--- config.mk ---
export PLATFORM = sky130hd
export DESIGN_NAME = pattern_step_gen
export DESIGN_NICKNAME = d
export VERILOG_FILES = /design/src/rtl/pattern_step_gen.sv
export SDC_FILE = /design/constraint.sdc
export NUM_CORES = 1
export LEC_CHECK = 0
export ABC_AREA = 1
export BUFFER_PORTS_ARGS = -buffer_cell sky130_fd_sc_hd__buf_2
export CORE_UTILIZATION = 45
export DETAILED_ROUTE_END_ITERATION = 10
export PLACE_DENSITY = 0.64
export SLEW_MARGIN = 10
export SYNTH_ARGS = -nofsm -noshare
export SYNTH_HDL_FRONTEND = slang
export SYNTH_SLANG_ARGS = --single-unit
--- constraint.sdc ---
create_clock -name i_clk -period 2.1 [get_ports i_clk]
set_input_delay 0.42 -clock i_clk [delete_from_list [all_inputs] [get_ports i_clk]]
set_output_delay 0.42 -clock i_clk [all_outputs]
set_load 0.01 [all_outputs]
--- src/rtl/pattern_step_gen.sv ---
// Step-index generator feeding a 7-segment pattern decoder: a prescaled or
// single-stepped tick advances a 3-bit index in up/down/ping-pong/LFSR order.
module pattern_step_gen #(
    parameter int SHIFT = 2
) (
    input  logic       i_clk,
    input  logic       i_rst,
    input  logic       i_enable,
    input  logic       i_step,
    input  logic [1:0] i_mode,
    input  logic [2:0] i_speed,
    output logic [2:0] o_count,
    output logic       o_tick,
    output logic       o_dir
);

    localparam int PW = SHIFT + 3;

    typedef enum logic [1:0] {
        MODE_UP   = 2'd0,
        MODE_DOWN = 2'd1,
        MODE_PING = 2'd2,
        MODE_RAND = 2'd3
    } mode_e;

    logic [PW-1:0] presc_q, presc_d;
    logic [2:0]    count_q, count_d;
    logic          tick_q, tick_d;
    logic          dir_q, dir_d;
    logic [7:0]    lfsr_q, lfsr_d;

    logic [3:0]    mult;
    logic [PW:0]   period, period_m1;
    logic          free_step, man_step, step;
    logic [2:0]    pp_next;
    logic [7:0]    lfsr_adv;

    always_comb begin
        mult      = 4'd8 - {1'b0, i_speed};
        period    = (PW+1)'(mult) << SHIFT;
        period_m1 = period - (PW+1)'(1);

        // >= rather than == so a speed increase never forces a full wrap
        free_step = i_enable && ({1'b0, presc_q} >= period_m1);
        man_step  = !i_enable && i_step;
        step      = free_step || man_step;

        pp_next  = dir_q ? (count_q - 3'd1) : (count_q + 3'd1);
        lfsr_adv = {lfsr_q[6:0], lfsr_q[7] ^ lfsr_q[5] ^ lfsr_q[4] ^ lfsr_q[3]};

        presc_d = presc_q;
        count_d = count_q;
        dir_d   = dir_q;
        lfsr_d  = lfsr_q;
        tick_d  = step;

        if (i_enable) begin
            presc_d = free_step ? '0 : presc_q + PW'(1);
        end

        if (step) begin
            unique case (mode_e'(i_mode))
                MODE_UP:   count_d = count_q + 3'd1;
                MODE_DOWN: count_d = count_q - 3'd1;
                MODE_PING: begin
                    count_d = pp_next;
                    if (pp_next == 3'd7)      dir_d = 1'b1;
                    else if (pp_next == 3'd0) dir_d = 1'b0;
                end
                MODE_RAND: begin
                    lfsr_d  = lfsr_adv;
                    count_d = lfsr_adv[2:0];
                end
                default: ;
            endcase
        end
    end

    always_ff @(posedge i_clk) begin
        if (i_rst) begin
            presc_q <= '0;
            count_q <= 3'd0;
            tick_q  <= 1'b0;
            dir_q   <= 1'b0;
            lfsr_q  <= 8'hA5;
        end else begin
            presc_q <= presc_d;
            count_q <= count_d;
            tick_q  <= tick_d;
            dir_q   <= dir_d;
            lfsr_q  <= lfsr_d;
        end
    end

    assign o_count = count_q;
    assign o_tick  = tick_q;
    assign o_dir   = dir_q;

endmodule
==> flow_metrics.py <==
metrics = {
    "pwr": {
        "power_density_nw_per_um2": 559,
        "netSwitchingFraction_pct": 29.1,
        "cellInternalPower_mw": 0.525,
        "peakVddDrop_mv": 0.402,
        "p_clk_share_pct": 28.9,
        "seqPwrFrac_pct": 49.7,
        "power.share.combinational_pct": 21.4,
        "p_sw_mw": 0.215,
        "p_leak_nw": 0.675,
    },
    "grt": {
        "grt_pass1_wl_um": 4110,
        "gr-total-overflow": 0,
        "grt.total_usage_pct": 19.9,
        "grt_max_degree": 18,
        "grt_pass1_vias": 1030,
        "antenna_found_initial": 0,
    },
    "synth": {
        "synthCells": 171,
        "yosysSeqAreaShare_pct": 30.3,
        "avgSynthCellArea_um2": 6.94,
        "syn_area_um2": 1190,
        "ys_warn_count": 0,
        "synth.ff_latch_count": 18,
        "syn-num-nets": 187,
        "yosysUniqueCellTypes": 28,
    },
    "detailed_routing": {
        "drc": 0,
        "ant_nets": 0,
        "first_pass_iters": 4,
        "initialDrtViolationCount": 21,
        "wl_um": 2360,
        "vias": 1072,
        "wl_per_cell_um": 10.8,
        "avgViaCountPerCell": 4.92,
    },
    "worst_setup_path": {
        "cp_slowest_cell": "ha_1",
        "ff2ff_setup_slack_ns": 0.41,
        "arrival_ns": 2.01,
        "critPathBufInv": 2,
        "crit_fanout": 17,
        "worst-setup-path-type": "in2reg",
        "crit_chain": "buf_2, inv_1, ha_1, xor2_1, ha_1, nand2_1, nand2_1, nand2_1, nand2_1, nand2_4, nand2_8, nand2_4, nand2_1, nand3_1",
        "critPathCaptureType": "register",
        "r2r-end": "o_dir",
        "reg2reg_from": "o_count[0]",
        "cpPeakStageDelay_ns": 0.33,
        "crit_top_cell": "nand2_1",
        "cp_top_family": "simple AND/OR/NAND/NOR gates",
        "cp-start-kind": "primary input",
        "rr_worst_depth": 10,
        "required_ns": 2.28,
    },
    "cts": {
        "clockRootBuffer": "clkbuf_4",
        "cts_buffer_depth": 2,
        "postCtsSetupRepairBufs": 0,
        "clk_latency_ns": 0.30,
        "ctsResizeCount": 0,
        "cts.hold.buffers_added": 0,
        "clock_sinks": 18,
        "cts.clk_slew.worst_paths_ns": 0.10,
        "cts_tree": "yes",
        "htreeDepth": 1,
        "cts_buffers": 3,
    },
    "finish": {
        "nNetsFinal": 205,
        "antenna_cells": 0,
        "synthToLayoutAreaGrowth_pct": 11.4,
        "drive_gt1_share_pct": 19.7,
    },
    "timing": {
        "fin_tns_setup_ns": 0,
        "setup_ws_ns": 0.262,
        "setup_viol": 0,
        "min_period_ns": 1.84,
        "clock_skew_ns": 0.00270,
        "finalCritPeriodShare_pct": 87.5,
        "finalHoldViolCount": 0,
        "max_slew_margin_pct": 70.4,
        "max_freq_ghz": 0.544,
        "slew_viol_final": 0,
        "rsz0062_at_grt": "false",
        "worst_pin_slew_ns": 0.443,
    },
    "placement": {
        "routabilityCongestion": 0.808,
        "portBuffers": 13,
        "dp_slack_ns": -0.0904,
        "post-dp-hpwl_um": 1900,
    },
    "outcome": {
        "status": "finished clean",
    },
    "hold_path": {
        "hold_path.class": "in2reg",
        "hp-start": "i_rst",
        "hold_depth": 2,
        "min_to": "o_count[0]",
    },
    "flow_run": {
        "cap_violations": 0,
    },
    "die": {
        "rows": 18,
        "coreArea_um2": 2480,
        "dieArea_um2": 2850,
        "io_pins": 14,
        "dieHeight_um": 53.4,
        "die_x_um": 53.4,
        "initial_utilization_pct": 47.9,
    },
}
## power groups by stage
stage / registers (mW) / clock network [mW] / logic, mW
after global routing: 0.370 / 0.240 / 0.182
after detailed placement: 0.376 / 0 / 0.159
final: 0.368 / 0.214 / 0.158
after floorplan: 0.377 / 0 / 0.115
after CTS: 0.368 / 0.225 / 0.159
after global placement: 0.375 / 0 / 0.151
## metrics by stage
stage	util, %	hold slack [ns]	power, mW	area [um2]	instances
after global routing	53.4	0.379	0.792	1320	218
final	53.4	0.381	0.740	1320	218
after detailed placement	51.9	0.440	0.535	1290	214
after floorplan	-	0.417	0.492	1190	171
after global placement	51.9	0.447	0.527	1290	214
after CTS	53.4	0.366	0.752	1320	218
## cells in the final DEF (no fill, tap or decap)
cell type / Yosys / final
or2_1: 1 / 1
a211oi_1: 1 / 1
clkbuf_4: 0 / 3
dfxtp_1: 18 / 18
nand2_1: 43 / 43
ha_1: 7 / 7
xor2_1: 2 / 2
nand2_2: 2 / 2
nand3b_2: 1 / 1
nand2_8: 1 / 1
nand4_1: 1 / 1
clkbuf_8: 0 / 1
a21oi_1: 5 / 5
nor2_2: 2 / 2
o211ai_1: 1 / 1
nand3_1: 16 / 16
nor3b_1: 1 / 1
inv_1: 22 / 22
o21ai_0: 2 / 2
nand2_4: 2 / 2
nor4_1: 2 / 2
nor2_1: 23 / 23
xnor2_1: 3 / 3
buf_2: 2 / 13
o21ai_2: 1 / 1
nand3b_1: 3 / 3
buf_4: 0 / 4
a21oi_2: 6 / 6
or2_2: 1 / 1
## cell usage after synthesis (all sizes together)
master / instances / share of area, %
nand2: 48 / 18
nor2: 25 / 8.3
inv: 22 / 7.0
dfxtp: 18 / 30
nand3: 16 / 6.7
a21oi: 11 / 6.5
ha: 7 / 7.4
nand3b: 4 / 2.8
buf: 3 / 2.5
o21ai: 3 / 1.6
xnor2: 3 / 2.2
nor4: 2 / 1.1
or2: 2 / 1.1
xor2: 2 / 1.5
a211oi: 1 / 0.63
clkbuf: 1 / 0.32
nand4: 1 / 0.53
nor3b: 1 / 0.63
o211ai: 1 / 0.63
## cell families (layout without fill, tap and decap cells)
| logic type | Yosys count | in the layout | synth area share [%] |
|---|---|---|---|
| buf+inv | 26 | 43 | 9.80 |
| fa+ha+maj | 7 | 7 | 7.38 |
| flops | 18 | 18 | 30.3 |
| simple gates | 99 | 99 | 39.4 |
| xor+xnor | 5 | 5 | 3.69 |
| compound gates | 16 | 16 | 9.38 |
## cell type report
| class | count | area, um2 |
|---|---|---|
| flip-flops and latches | 18 | 360 |
| well taps | 30 | 37.5 |
| clock buffers | 4 | 36.3 |
| multi-input cells | 127 | 711 |
| repair buffers | 17 | 95.1 |
| inverters | 22 | 82.6 |
| fillers | 249 | 1150 |
## worst max path at each step
| stage | from | end | slack (ns) | depth (start not counted) |
|---|---|---|---|---|
| after global routing | i_speed[0] | lfsr_q[1] | 0.11 | 15 |
| final | i_speed[0] | lfsr_q[0] | 0.26 | 14 |
| after floorplan | i_speed[0] | lfsr_q[2] | 0.12 | 13 |
| after CTS | i_speed[0] | lfsr_q[0] | 0.24 | 14 |
| after global placement | i_speed[0] | lfsr_q[1] | 0.03 | 15 |
| after detailed placement | i_speed[0] | lfsr_q[0] | -0.09 | 14 |
## flip-flops by register name, indices dropped and copies added, names as in the netlist
signal   count
presc_q      5
o_count      3
o_dir        1
o_tick       1
lfsr_q       8
## layer usage
| layer | up-vias | routed length (um) | part of all wire [%] | GRT usage, % |
|---|---|---|---|---|
| li1 | 573 | - | - | - |
| met1 | 476 | 1090 | 46 | 23.2 |
| met2 | 18 | 1150 | 49 | 34.6 |
| met3 | 5 | 97 | 4.1 | 5.17 |
| met4 | 0 | 29 | 1.2 | 6.58 |
| met5 | - | 0 | 0 | 0 |
Note: power is estimated with default switching activity, not from simulation.
